**config.mk**
```make
export PLATFORM = sky130hd
export DESIGN_NAME = dmem_cache_ctrl_flat
export DESIGN_NICKNAME = d
export VERILOG_FILES = /design/src/rtl/dmem_cache_ctrl_if.sv /design/src/rtl/dmem_cache_ctrl.sv /design/src/flat_wrapper.sv
export SDC_FILE = /design/constraint.sdc
export NUM_CORES = 1
export LEC_CHECK = 0
export BUFFER_PORTS_ARGS = -buffer_cell sky130_fd_sc_hd__buf_4
export CORE_MARGIN = 4
export CORE_UTILIZATION = 50
export DETAILED_ROUTE_END_ITERATION = 10
export GPL_TIMING_DRIVEN = 0
export HOLD_SLACK_MARGIN = 0.15
export PLACE_DENSITY = 0.81
export SLEW_MARGIN = 10
export SYNTH_ARGS = -nofsm -noshare
export SYNTH_HDL_FRONTEND = slang
export SYNTH_SLANG_ARGS = --single-unit
```
**constraint.sdc**
```tcl
create_clock -name clk -period 6.95 [get_ports clk]
set_input_delay 0 -clock clk [delete_from_list [all_inputs] [get_ports clk]]
set_output_delay 0 -clock clk [all_outputs]
set_load 0.1 [all_outputs]
```
**src/rtl/dmem_cache_ctrl_if.sv**
```systemverilog
// Pipeline and backing-memory signal bundle for the data cache.
// The controller takes the slave side, its environment the master side.
interface dmem_cache_ctrl_if #(
  parameter int DATA_WIDTH = 32
);
  logic                  req;
  logic                  WE;
  logic [DATA_WIDTH-1:0] A;
  logic [DATA_WIDTH-1:0] WD;
  logic [DATA_WIDTH-1:0] RD;
  logic                  stall;
  logic                  mem_req;
  logic                  mem_we;
  logic [DATA_WIDTH-1:0] mem_addr;
  logic [DATA_WIDTH-1:0] mem_wdata;
  logic [DATA_WIDTH-1:0] mem_rdata;
  logic                  mem_ack;
  logic [31:0]           hit_cnt;
  logic [31:0]           miss_cnt;

  modport master (
    output req, WE, A, WD, mem_rdata, mem_ack,
    input  RD, stall, mem_req, mem_we,
    input  mem_addr, mem_wdata, hit_cnt, miss_cnt
  );

  modport slave (
    input  req, WE, A, WD, mem_rdata, mem_ack,
    output RD, stall, mem_req, mem_we,
    output mem_addr, mem_wdata, hit_cnt, miss_cnt
  );
endinterface

```
**src/rtl/dmem_cache_ctrl.sv**
```systemverilog
// Direct-mapped, write-through, write-allocate data cache controller.
// Stalls the pipeline across refills and write-throughs; counts load hits/misses.
module dmem_cache_ctrl #(
  parameter int SET_SIZE   = 3,
  parameter int DATA_WIDTH = 32
) (
  input logic             clk,
  input logic             rst,
  dmem_cache_ctrl_if.slave bus
);
  localparam int SETS  = 1 << SET_SIZE;
  localparam int TAG_W = DATA_WIDTH - SET_SIZE - 2;

  typedef enum logic [1:0] {
    IDLE,
    REFILL,
    WRITE
  } state_t;

  state_t state;

  logic [SETS-1:0]       valid;
  logic [TAG_W-1:0]      tag_arr  [SETS];
  logic [DATA_WIDTH-1:0] data_arr [SETS];

  logic                  mem_req_q;
  logic                  mem_we_q;
  logic [DATA_WIDTH-1:0] mem_addr_q;
  logic [DATA_WIDTH-1:0] mem_wdata_q;
  logic [31:0]           hit_q;
  logic [31:0]           miss_q;

  logic [SET_SIZE-1:0]   idx;
  logic [SET_SIZE-1:0]   fill_idx;
  logic [TAG_W-1:0]      tag;
  logic [TAG_W-1:0]      fill_tag;
  logic [DATA_WIDTH-1:0] word_addr;
  logic                  hit;
  logic [DATA_WIDTH-1:0] rd;
  logic                  stall;
  logic                  unused_byte_sel;

  assign idx       = bus.A[SET_SIZE+1:2];
  assign tag       = bus.A[DATA_WIDTH-1:SET_SIZE+2];
  assign word_addr = {bus.A[DATA_WIDTH-1:2], 2'b00};
  assign unused_byte_sel = ^bus.A[1:0];

  // Refill targets the line latched when the miss left IDLE
  assign fill_idx = mem_addr_q[SET_SIZE+1:2];
  assign fill_tag = mem_addr_q[DATA_WIDTH-1:SET_SIZE+2];

  assign hit = (state == IDLE) && valid[idx] &&
               (tag_arr[idx] == tag);

  always_comb begin
    rd    = '0;
    stall = 1'b0;
    unique case (state)
      IDLE: begin
        if (bus.req) begin
          if (bus.WE)   stall = 1'b1;
          else if (hit) rd    = data_arr[idx];
          else          stall = 1'b1;
        end
      end
      REFILL: begin
        if (bus.mem_ack) rd    = bus.mem_rdata;
        else             stall = 1'b1;
      end
      WRITE: begin
        stall = !bus.mem_ack;
      end
      default: begin
        stall = 1'b0;
      end
    endcase
  end

  always_ff @(posedge clk) begin
    if (rst) begin
      state       <= IDLE;
      valid       <= '0;
      mem_req_q   <= 1'b0;
      mem_we_q    <= 1'b0;
      mem_addr_q  <= '0;
      mem_wdata_q <= '0;
      hit_q       <= '0;
      miss_q      <= '0;
    end else begin
      unique case (state)
        IDLE: begin
          if (bus.req) begin
            if (bus.WE) begin
              data_arr[idx] <= bus.WD;
              tag_arr[idx]  <= tag;
              valid[idx]    <= 1'b1;
              mem_req_q     <= 1'b1;
              mem_we_q      <= 1'b1;
              mem_addr_q    <= word_addr;
              mem_wdata_q   <= bus.WD;
              state         <= WRITE;
            end else if (hit) begin
              hit_q <= hit_q + 32'd1;
            end else begin
              miss_q      <= miss_q + 32'd1;
              mem_req_q   <= 1'b1;
              mem_we_q    <= 1'b0;
              mem_addr_q  <= word_addr;
              mem_wdata_q <= bus.WD;
              state       <= REFILL;
            end
          end
        end
        REFILL: begin
          if (bus.mem_ack) begin
            data_arr[fill_idx] <= bus.mem_rdata;
            tag_arr[fill_idx]  <= fill_tag;
            valid[fill_idx]    <= 1'b1;
            mem_req_q          <= 1'b0;
            state              <= IDLE;
          end
        end
        WRITE: begin
          if (bus.mem_ack) begin
            mem_req_q <= 1'b0;
            mem_we_q  <= 1'b0;
            state     <= IDLE;
          end
        end
        default: begin
          state <= IDLE;
        end
      endcase
    end
  end

  assign bus.RD        = rd;
  assign bus.stall     = stall;
  assign bus.mem_req   = mem_req_q;
  assign bus.mem_we    = mem_we_q;
  assign bus.mem_addr  = mem_addr_q;
  assign bus.mem_wdata = mem_wdata_q;
  assign bus.hit_cnt   = hit_q;
  assign bus.miss_cnt  = miss_q;
endmodule
```
**src/flat_wrapper.sv**
```systemverilog
// flat-port wrapper written by rule: the top's interface ports become plain ports
module dmem_cache_ctrl_flat 
#(
  parameter int SET_SIZE   = 3,
  parameter int DATA_WIDTH = 32
)
  (clk, rst, bus_req, bus_WE, bus_A, bus_WD, bus_mem_rdata, bus_mem_ack, bus_RD, bus_stall, bus_mem_req, bus_mem_we, bus_mem_addr, bus_mem_wdata, bus_hit_cnt, bus_miss_cnt);
  dmem_cache_ctrl_if #(.DATA_WIDTH(DATA_WIDTH)) bus_i ();
  input logic clk;
  input logic rst;
  input wire logic [$bits(bus_i.req)-1:0] bus_req;
  input wire logic [$bits(bus_i.WE)-1:0] bus_WE;
  input wire logic [$bits(bus_i.A)-1:0] bus_A;
  input wire logic [$bits(bus_i.WD)-1:0] bus_WD;
  input wire logic [$bits(bus_i.mem_rdata)-1:0] bus_mem_rdata;
  input wire logic [$bits(bus_i.mem_ack)-1:0] bus_mem_ack;
  output wire logic [$bits(bus_i.RD)-1:0] bus_RD;
  output wire logic [$bits(bus_i.stall)-1:0] bus_stall;
  output wire logic [$bits(bus_i.mem_req)-1:0] bus_mem_req;
  output wire logic [$bits(bus_i.mem_we)-1:0] bus_mem_we;
  output wire logic [$bits(bus_i.mem_addr)-1:0] bus_mem_addr;
  output wire logic [$bits(bus_i.mem_wdata)-1:0] bus_mem_wdata;
  output wire logic [$bits(bus_i.hit_cnt)-1:0] bus_hit_cnt;
  output wire logic [$bits(bus_i.miss_cnt)-1:0] bus_miss_cnt;
  assign bus_i.req = bus_req;
  assign bus_i.WE = bus_WE;
  assign bus_i.A = bus_A;
  assign bus_i.WD = bus_WD;
  assign bus_i.mem_rdata = bus_mem_rdata;
  assign bus_i.mem_ack = bus_mem_ack;
  assign bus_RD = bus_i.RD;
  assign bus_stall = bus_i.stall;
  assign bus_mem_req = bus_i.mem_req;
  assign bus_mem_we = bus_i.mem_we;
  assign bus_mem_addr = bus_i.mem_addr;
  assign bus_mem_wdata = bus_i.mem_wdata;
  assign bus_hit_cnt = bus_i.hit_cnt;
  assign bus_miss_cnt = bus_i.miss_cnt;
  dmem_cache_ctrl #(.SET_SIZE(SET_SIZE), .DATA_WIDTH(DATA_WIDTH)) u_core (.clk(clk), .rst(rst), .bus(bus_i));
endmodule
```
### Yosys cells after proc, flatten, opt, wreduce, memory -nomap -nowiden

Memory sizes are Yosys's and may differ from the RTL's.
Cells that the tools add are included.

| cells by class | value |
|---|---|
| div/mod/pow operators | 0 |
| $mul | 0 |
| equality and inequality tests | 10 |
| add/sub/neg operators | 2 |
| mux-type cells | 53 |
| reduce and logical (&&, ||, !) cells | 19 |
| order comparisons | 4 |
| shift operators | 0 |
| bitwise gates (word level) | 4 |

Operators by type and width:

| operator | number |
|---|---|
| $mux W32 | 9 |
| $add A32 B1 Y32 const B | 2 |
| $pmux W32 S2 | 1 |
| $reduce_or A32 Y1 | 1 |
| $eq A27 B27 Y1 | 1 |
| $mux W27 | 1 |
| $reduce_or A27 Y1 | 1 |
| $mux W1 | 25 |
| $mux W8 | 3 |
| $reduce_and A4 Y1 | 5 |
| $or A8 B8 Y8 | 2 |
| $pmux W8 S2 | 1 |
| $ne A2 B2 Y1 const B | 5 |
| $lt A3 B4 Y1 const B | 2 |
| $mux W2 | 4 |
| $demux W1 S3 | 2 |
| $ge A3 B1 Y1 const B | 2 |
| $mux W3 | 2 |
| $reduce_and A3 Y1 | 2 |
| $reduce_bool A2 Y1 | 3 |
| $logic_and A1 B1 Y1 | 4 |
| $pmux W1 S2 | 2 |
| $pmux W2 S2 | 1 |
| $bmux W1 S3 | 1 |
| other kinds (9) | 10 |

| storage, ports and cells | value |
|---|---|
| logic and storage cells | 102 |
| register bits | 140 |
| memory bits (read-only) | 0 |
| latch bits | 0 |
| memories kept | 2 |
| output and inout port bits | 163 |
| bits in writable memories | 472 |

Memories:

| memory | depth | bits a word | read ports | clocked after Yosys merged registers in | write ports | RTL line | RTL |
|---|---|---|---|---|---|---|---|
| u_core.data_arr | 8 | 32 | 1 | 0 | 1 | dmem_cache_ctrl.sv:24 | `logic [DATA_WIDTH-1:0] data_arr [SETS];` |
| u_core.tag_arr | 8 | 27 | 1 | 0 | 1 | dmem_cache_ctrl.sv:23 | `logic [TAG_W-1:0] tag_arr [SETS];` |

### Logic depth before layout (Yosys ltp)

Gate-level depths: netlist of run 1.

| logic depth | value |
|---|---|
| word-level depth | 8 |
| gate-level depth with buffers | 14 |
| depth with buffers taken out | 9 |

### Least setup slack after synthesis of run 1

OpenSTA, ideal clock, no wires.

| timing path | value |
|---|---|
| path kind | register -> register |
| start | register u_core.state[1] |
| end | memory u_core.data_arr[6][0], enable pin |
| clock period less this slack | 4.895 ns |
| path buffers | 4 |
| slack | 2.055 ns |
| cell stages (with the launch flop) | 11 |
| arrival | 4.419 ns |
| cell sequence | dfxtp_1 inv_1 ha_1 clkbuf_1 and2_1 clkbuf_1 nand2b_1 clkbuf_1 clkbuf_1 a21oi_1 nor2_1 |

| between the ends | value |
|---|---|
| cells in the longest elaborated chain, start to end | 6 |
| elaborated cells on any way between the ends | 11 |

RTL lines:

| item | RTL line | RTL |
|---|---|---|
| from (decl) | dmem_cache_ctrl.sv:20 | `state_t state;` |
| from (signal assigned) | dmem_cache_ctrl.sv:81 | `state <= IDLE;` |
| from (signal assigned) | dmem_cache_ctrl.sv:101 | `state <= WRITE;` |
| from (signal assigned) | dmem_cache_ctrl.sv:110 | `state <= REFILL;` |
| $eq A2 B1 Y1 | dmem_cache_ctrl.sv:90 | `unique case (state)` |
| $mux W1 | dmem_cache_ctrl.sv:90 |  |
| $mux W1 | dmem_cache_ctrl.sv:80 | `if (rst) begin` |
| $mux W1 (implied by the code) | dmem_cache_ctrl.sv:116 | `data_arr[fill_idx] <= bus.mem_rdata;` |
| $reduce_or A32 Y1 (no source line) | -- |  |
| $mux W3 (no source line) / $mux W1 (equally long branches) | -- |  |
| to (decl) | dmem_cache_ctrl.sv:24 |  |

Parallel ways exist; a longest one is shown, timed or not.

### Worst setup path in the final report of run 1

| timing path | value |
|---|---|
| start | register u_core.state[1] |
| end | memory u_core.data_arr[7][21], enable pin |

Same word-level chain as after synthesis.

==> results by group, run 1 <==
Finish
  – Layout cells sized above 1: 0.286
  – Multi-input gate area: 8620 um2
  – FILL cells: 3527
  – Sequential cell area: 16900 um2
  – Final nets: 2238
  – Final cell count without fillers: 2865
  – Area grow syn2layout: 24.6%

Synthesis
  – Mean area per synthesized cell: 15.4 um2
  – Proportion of synthesized area in mux cells: 0.179
  – Sequential fraction of the synthesis area: 0.651
  – Cell variety after synth: 55
  – Post-synth ARST share: 0
  – Compound-gate portion of the synthesized area: 0.0510
  – Main combinational cell family by area after synthesis: multiplexers
  – Ys flop type: edfxtp_1
  – Synth Area in Simple Gates: 0.0902
  – Cells after Synth: 1692
  – Post-Synth XOR/XNOR Area: 0.00539
  – Yosys warns: 0
  – Post-Synth Adder-Cell Area: 0.00289
  – Synthesized area: 26000 um2
  – EDFF count, synth: 472
  – Post-synthesis register bit count: 610

Pwr
  – Clk pwr share: 0.401
  – Power density over the cells: 256 nW/um2
  – Total Power: 8310 uW
  – Combinational Power Share: 0.114
  – Leak: 0.0116 uW
  – Switch Pwr: 2050 uW
  – Internal cell power: 6260 uW
  – Maximum vdd drop: 0.190 mV
  – Sw frac: 0.246
  – Register share of total power: 0.485

Global routing
  – M2 GR Usage: 0.417
  – Global-route wire length before repair: 107000 um
  – Initial antenna violation count: 5
  – All-layer global routing usage: 0.249
  – Gr ovfl total: 0
  – Layer with the highest usage: met2
  – Largest net degree at the start of global routing: 24
  – Vias in the first global route: 17600
  – Met1 GRT Util: 0.328
  – Met3 Use GR: 0.0416

Floorplan
  – Total die area: 55800 um2
  – Die H: 236 um
  – Core Area: 51400 um2
  – I/O pin total: 264
  – Width of the die: 236 um
  – Initial core utilization: 0.506
  – Cell row count: 83

Critical path
  – Most frequent CP cell: clkbuf_1
  – FF-to-FF path depth: 12
  – Reg2reg setup slack: 1840 ps
  – WP buf/inv: 7
  – CP Class: flop to flop
  – Top cell family by delay on the critical path: buffers and inverters
  – Slowest stage delay, CP: 890 ps
  – Worst setup SP type: flop
  – FF-to-FF Start: u_core.state[1]$_SDFFE_PP0P_
  – Worst path required time: 7250 ps
  – WP data arrival: 5410 ps
  – Setup crit end: u_core.data_arr[7][21]$_DFFE_PP_
  – Crit end category: flop
  – Maximum fanout along the worst path: 22
  – Worst-path cell chain: inv_1 > ha_1 > clkbuf_1 > and2_1 > clkbuf_1 > nand2b_1 > clkbuf_1 > clkbuf_1 > a21oi_1 > nor2_4 > buf_12 > buf_12
  – Worst Setup SP: u_core.state[1]$_SDFFE_PP0P_
  – Critical path depth: 12
  – R2r endpoint: u_core.data_arr[7][21]$_DFFE_PP_
  – Slowest stage cell, crit path: clkbuf_1

Timing
  – Slew @ Worst Pin: 1350 ps
  – Final worst path period share: 0.735
  – Worst slew margin: 0.0994
  – Worst Setup Slack, final: 1840 ps
  – Fmax: 0.196 GHz
  – Final setup fails: 0
  – Worst clock skew: 14.1 ps
  – Sum Neg Setup Slack: 0 ps
  – Pins Over Slew Limit: 0
  – Final Hold Fails: 0
  – Unrepaired setup endpoints after global routing: false
  – Fin crit period: 5110 ps

Run
  – Maxcap violations: 0

Routing
  – Initial drt markers: 1829
  – 1st-pass router iterations: 7
  – Vias after detailed routing: 17300
  – Via density: 6.05
  – Total wire length: 71500 um
  – Final ANT Viol Nets: 0
  – Post-route DRC: 0
  – WL/cell: 24.9 um

Clock tree
  – Post-CTS Resized: 0
  – Clk sink count: 610
  – CTS H-tree depth: 2
  – CTS tree: built
  – Worst-Skew Late Latency: 620 ps
  – Post-CTS Setup Bufs: 0
  – Clock-pin transition on the worst setup and hold timing paths: 60 ps
  – Clock root cell: clkbuf_16
  – Bufs on Longest Clock Path: 3
  – Total CTS buffers: 60

Status
  – Status: completed

Placed design
  – Hpwl dp: 46000 um
  – IO buf count: 258
  – GPL Wtd Cong: 0.890
  – Pre-CTS setup slack: 2020 ps
  – Placed insts: 2653

Worst hold path
  – Min-delay src: bus_WD[8]
  – Hold Crit Class: primary input to flop
==> per-stage QoR <==
stage                     instance area, um2   util  hold slack (ps)
after floorplan                        26000      -              144
after global placement                 28800  0.560              278
after detailed placement               29400  0.572              288
after CTS                              32400  0.630              181
after global routing                   32400  0.630              232
final                                  32400  0.630              222
==> worst min path at each step <==
stage	slack [ps]	cells after the start	to
finish	220	4	u_core.bus.mem_wdata[8]$_SDFFE_PP0P_
global route	230	4	u_core.bus.mem_wdata[27]$_SDFFE_PP0P_
CTS	180	4	u_core.bus.mem_wdata[5]$_SDFFE_PP0P_
detailed placement	290	3	u_core.bus.mem_wdata[24]$_SDFFE_PP0P_
global placement	280	3	u_core.bus.mem_wdata[12]$_SDFFE_PP0P_
floorplan	140	2	u_core.bus.mem_addr[17]$_SDFFE_PP0P_
==> layer usage <==
layer,vias to the layer above,part of all wire
met5,-,0.00018
met1,8790,0.38
li1,7476,-
met4,2,0.037
met2,893,0.50
met3,167,0.083
==> layout by cell type, fill, tap and decap left out, types with 8 or more instances in the layout <==
cell type      count
edfxtp_1         472
buf_4            266
dfxtp_1          138
nand2b_1         132
mux2i_1          131
mux2_2           103
dlygate4sd3_1     96
mux4_2            90
clkbuf_1          68
nor2_1            62
clkbuf_16         62
a21oi_1           59
nor2b_1           37
a22o_1            35
nand2_1           31
nand4_1           28
o31ai_1           26
buf_2             25
nand3_1           25
or4_1             23
a22oi_1           21
and3_1            18
mux2_1            15
buf_1             14
buf_16            13
o22ai_1           12
clkinv_1          12
clkinv_2          12
nor3_1            11
inv_1             10
xnor2_1           10
o21ai_0           10
or3_1             10
buf_12             9
nor2_4             8
bufinv_16          8
==> cell families (layout without fill, tap and decap cells) <==
| family | after synthesis | after routing |
|---|---|---|
| other | 1 | 4 |
| buffers and inverters | 119 | 609 |
| AOI/OAI and AO/OA | 192 | 192 |
| xor gates and xnor gates | 16 | 16 |
| DFF | 610 | 610 |
| and+or+nand+nor | 409 | 409 |
| muxes | 339 | 339 |
| adders and majority gates | 6 | 6 |
==> tightest hold or removal path: stages <==
cell	delay, ps
dlygate4sd3_1	530
buf_4	110
nand2b_1	50
mux2i_1	110
==> power groups by stage <==
stage	logic [uW]	registers (uW)	clock network (uW)
after detailed placement	887	4110	0
after global routing	987	4030	3520
after CTS	938	4030	3370
final	944	4030	3330
after global placement	855	4110	0
after floorplan	389	4320	0
==> layout make-up <==
cell class / count / area share
plain buffers: 108 / 0.0149
well taps: 680 / 0.0263
flip-flops and latches: 610 / 0.523
clock inverters: 41 / 0.0131
repair buffers: 376 / 0.106
inverters: 11 / 0.00127
diodes: 2 / 0.000154
clock buffers: 73 / 0.0498
multi-input cells: 964 / 0.266
==> registers in the layout (all words and copies together) (netlist names) <==
register	count
u_core.bus.miss_cnt	32
u_core.bus.mem_wdata	32
u_core.bus.mem_addr	30
u_core.bus.mem_req	1
u_core.bus.hit_cnt	32
u_core.bus.mem_we	1
u_core.data_arr	256
u_core.valid	8
u_core.tag_arr	216
u_core.state	2
==> cells in the mapped netlist (3+ instances only) <==
cell type  number  area, um2
o21ai_0        10       50.1
nand4_1        28        175
edfxtp_1      472      14200
a31o_2          4       35.0
mux4_2         90       2030
nor2b_1        37        231
mux2_2        103       1160
ha_1            6       75.1
and4_1          5       43.8
nor2_1         70        263
a22o_1         35        307
o31ai_1        26        195
nand3_1        25        125
buf_2          25        125
inv_1          10       37.5
a21o_1          5       37.5
and2_1          6       37.5
xnor2_1        10       87.6
buf_4           8       60.1
mux2_1         15        169
nand2_1        31        116
and3_1         18        113
nor3_1         11       55.1
o41ai_1         4       35.0
clkbuf_1       59        221
a22oi_1        21        158
or3_1          10       62.6
or4_1          23        173
or2_2           5       31.3
o22ai_1        12       75.1
dfxtp_1       138       2760
buf_1          14       52.6
mux2i_1       131       1310
nand2b_1      132        826
a221oi_1        3       26.3
a21oi_1        59        295
xor2_1          6       52.6
==> repair_timing <==
action / in CTS / in global routing
endpoints found under the hold margin: 557 / 0
hold buffers: 96 / 0
setup endpoints to repair: 0 / 0
No activity file was read; power rests on OpenSTA's default activity.
==> run 2: changes to the inputs <==
- ABC_AREA: default -> 1
- clock period: 6.95 -> 5.2 ns (I/O delays scaled with it)
==> results by group, run 2 <==
Global routing
  – Largest net degree at the start of global routing: 26 (was 24)
  – Global-route wire length before repair: 130000 um (was 107000 um)
  – All-layer global routing usage: 0.295 (was 0.249)
  – Gr ovfl total: 0 (unchanged)
  – Initial antenna violation count: 0 (was 5)
  – Vias in the first global route: 22400 (was 17600)

Routing
  – Initial drt markers: 3306 (was 1829)
  – Total wire length: 87200 um (was 71500 um)
  – Via density: 5.92 (was 6.05)
  – Vias after detailed routing: 23000 (was 17300)
  – 1st-pass router iterations: 6 (was 7)
  – Final ANT Viol Nets: 0 (unchanged)
  – WL/cell: 22.4 um (was 24.9 um)
  – Post-route DRC: 0 (unchanged)

Critical path
  – Slowest stage cell, crit path: nor2_4 (was clkbuf_1)
  – Worst path required time: 5540 ps (was 7250 ps)
  – Worst-path cell chain: inv_1 > ha_1 > nand2_1 > nor2_1 > inv_1 > clkbuf_1 > o21ai_0 > nand2_1 > nor2_4 > buf_16 > buf_16 (was inv_1 > ha_1 > clkbuf_1 > and2_1 > clkbuf_1 > nand2b_1 > clkbuf_1 > clkbuf_1 > a21oi_1 > nor2_4 > buf_12 > buf_12)
  – Crit end category: flop (unchanged)
  – CP Class: flop to flop (unchanged)
  – WP buf/inv: 5 (was 7)
  – WP data arrival: 4590 ps (was 5410 ps)
  – Slowest stage delay, CP: 630 ps (was 890 ps)
  – Top cell family by delay on the critical path: simple AND/OR/NAND/NOR gates (was buffers and inverters)
  – Maximum fanout along the worst path: 15 (was 22)
  – Worst setup SP type: flop (unchanged)

Synthesis
  – Proportion of synthesized area in mux cells: 0 (was 0.179)
  – Post-synth ARST share: 0 (unchanged)
  – Most common cell in the netlist: nand2_1 (was edfxtp_1)
  – Cells after Synth: 2708 (was 1692)
  – Mean area per synthesized cell: 9.88 um2 (was 15.4 um2)
  – Top post-synthesis cells by count: nand2_1, edfxtp_1, inv_1 (was edfxtp_1, dfxtp_1, nand2b_1)
  – Cell variety after synth: 39 (was 55)
  – Post-Synth Adder-Cell Area: 0.00281 (was 0.00289)
  – Post-synthesis register bit count: 610 (unchanged)
  – Synthesized area: 26700 um2 (was 26000 um2)
  – Synth Area in Simple Gates: 0.181 (was 0.0902)
  – Ys flop type: edfxtp_1 (unchanged)
  – Area share of the largest cell type after synthesis: 0.530 (was 0.545)
  – Yosys warns: 0 (unchanged)
  – Sequential fraction of the synthesis area: 0.633 (was 0.651)
  – Post-Synth XOR/XNOR Area: 0.0193 (was 0.00539)
  – Leading area contributor after synthesis: edfxtp_1 (unchanged)
  – Compound-gate portion of the synthesized area: 0.100 (was 0.0510)
  – Leading post-synthesis cells by cell area: edfxtp_1, dfxtp_1, nand2_1, nand3_1, o22ai_1 (was edfxtp_1, dfxtp_1, mux4_2, mux2i_1, mux2_2)
  – EDFF count, synth: 472 (unchanged)
  – Main combinational cell family by area after synthesis: simple AND/OR/NAND/NOR gates (was multiplexers)

Clock tree
  – Clock root cell: clkbuf_16 (unchanged)
  – Clk sink count: 610 (unchanged)
  – Total CTS buffers: 60 (unchanged)
  – Post-CTS Resized: 0 (unchanged)
  – Worst-Skew Late Latency: 640 ps (was 620 ps)
  – CTS H-tree depth: 2 (unchanged)
  – Bufs on Longest Clock Path: 3 (unchanged)
  – CTS Hold Buffers Added: 110 (was 96)
  – Clock-pin transition on the worst setup and hold timing paths: 60 ps (about the same)
  – Post-CTS Setup Bufs: 0 (unchanged)
  – CTS tree: built (unchanged)

Placed design
  – Hpwl dp: 57600 um (was 46000 um)
  – GPL Wtd Cong: 0.987 (was 0.890)
  – Placed instance area: 30000 um2 (was 29400 um2)
  – IO buf count: 255 (was 258)
  – Pre-CTS setup slack: 1150 ps (was 2020 ps)

Finish
  – Sequential cell area: 16900 um2 (unchanged)
  – FILL cells: 3983 (was 3527)
  – Top flop regs: u_core.data_arr (256), u_core.tag_arr (216) (unchanged)
  – Multi-input gate area: 8180 um2 (was 8620 um2)
  – Final Util: 0.628 (was 0.630)
  – Largest register FFs: 256 (unchanged)
  – Post-route cell area: 33100 um2 (was 32400 um2)
  – Commonest cells after routing, fill and taps aside: nand2_1, edfxtp_1, buf_4 (was edfxtp_1, buf_4, dfxtp_1)
  – Area grow syn2layout: 23.9% (was 24.6%)
  – Commonest non-fill, non-tap cell in the layout: nand2_1 (was edfxtp_1)
  – Most flop-heavy register: u_core.data_arr (unchanged)
  – Antenna cells: 0 (was 2)
  – Final nets: 3263 (was 2238)
  – Layout cells sized above 1: 0.140 (was 0.286)

Timing
  – Slew @ Worst Pin: 1030 ps (was 1350 ps)
  – Unrepaired setup endpoints after global routing: false (unchanged)
  – Fmax: 0.235 GHz (was 0.196 GHz)
  – Fin crit period: 4250 ps (was 5110 ps)
  – Final Hold Fails: 0 (unchanged)
  – Worst Setup Slack, final: 948 ps (was 1840 ps)
  – Worst slew margin: 0.305 (was 0.0994)
  – Final worst path period share: 0.818 (was 0.735)
  – Final setup fails: 0 (unchanged)
  – Pins Over Slew Limit: 0 (unchanged)
  – Worst clock skew: 29.7 ps (was 14.1 ps)
  – Sum Neg Setup Slack: 0 ps (unchanged)

Floorplan
  – I/O pin total: 264 (unchanged)
  – Die H: 239 um (was 236 um)
  – Cell row count: 84 (was 83)
  – Core Area: 52800 um2 (was 51400 um2)
  – Width of the die: 239 um (was 236 um)
  – Total die area: 57300 um2 (was 55800 um2)
  – Initial core utilization: 0.507 (was 0.506)

Pwr
  – Power density over the cells: 338 nW/um2 (was 256 nW/um2)
  – Total Power: 11200 uW (was 8310 uW)
  – Leak: 0.0128 uW (was 0.0116 uW)
  – Maximum vdd drop: 0.296 mV (was 0.190 mV)

Status
  – Status: completed (unchanged)

Run
  – Maxcap violations: 0 (unchanged)

Worst hold path
  – Hold Crit Class: primary input to flop (unchanged)
## run 2: cell count changes after synthesis, sizes merged, moves of 90 or more
cell	before	now
o22ai	12	166
nand3	25	214
mux4	90	0
nor2	70	196
nand2	31	607
mux2	118	0
mux2i	131	0
nand2b	132	0
inv	11	260
o21ai	10	168
## run 2: kinds of logic after synthesis
logic type,after synthesis
AND/OR/NAND/NOR,1131
flip-flops,610
AO/OA/AOI/OAI,488
buffers and inverters,413
XOR/XNOR,59
adder cells (fa/ha/maj),6
other,1
## run 2: worst register-to-register path, cell delays in order, from the launching register on
cell and delay [ps]:
dfxtp_1 350, inv_1 90, ha_1 270, nand2_1 420, nor2_1 540, inv_1 110
clkbuf_1 440, o21ai_0 390, nand2_1 300, nor2_4 630, buf_16 250, buf_16 170
## run 2: cell type report
| cell class | count | share of cell area |
|---|---|---|
| plain buffers | 150 | 0.0214 |
| clock buffers | 78 | 0.0486 |
| clock inverters | 34 | 0.0121 |
| inverters | 263 | 0.0298 |
| multi-input cells | 1686 | 0.247 |
| flip-flops and latches | 610 | 0.511 |
| well taps | 688 | 0.0260 |
| repair buffers | 385 | 0.104 |
## run 2: path summary, 6_finish.rpt
check                          startpoint                          endpoint  slack [ps]  cells past startpoint
max          u_core.state[1]$_SDFFE_PP0P_   u_core.tag_arr[7][22]$_DFFE_PP_         950                     11
min                     bus_mem_rdata[19]  u_core.data_arr[1][19]$_DFFE_PP_         180                      3
max reg2reg  u_core.state[1]$_SDFFE_PP0P_   u_core.tag_arr[7][22]$_DFFE_PP_         950                     11
min reg2reg  u_core.valid[2]$_SDFFE_PP0P_      u_core.valid[2]$_SDFFE_PP0P_         460                      2
## run 2: per-stage QoR
stage          hold WS (ps)  cells
6_report                180   3894
5_1_grt                 218   3894
4_1_cts                 177   3894
3_5_place_dp            298   3672
3_3_place_gp            295   3652
2_1_floorplan           165   2709
## run 2: power breakdown
part / internal (uW) / total, uW / switching, uW
clock network: 2540 / 4460 / 1920
registers: 5340 / 5390 / 48.0
logic: 360 / 1350 / 992
## run 2: per-layer routing
layer,vias to the layer above,global-route usage,wire length (um),share of wire
met5,-,0,0,0
met1,10800,0.382,31200,0.36
met3,275,0.0717,11700,0.13
li1,10200,-,-,-
met4,0,0.135,4210,0.048
met2,1763,0.474,40100,0.46
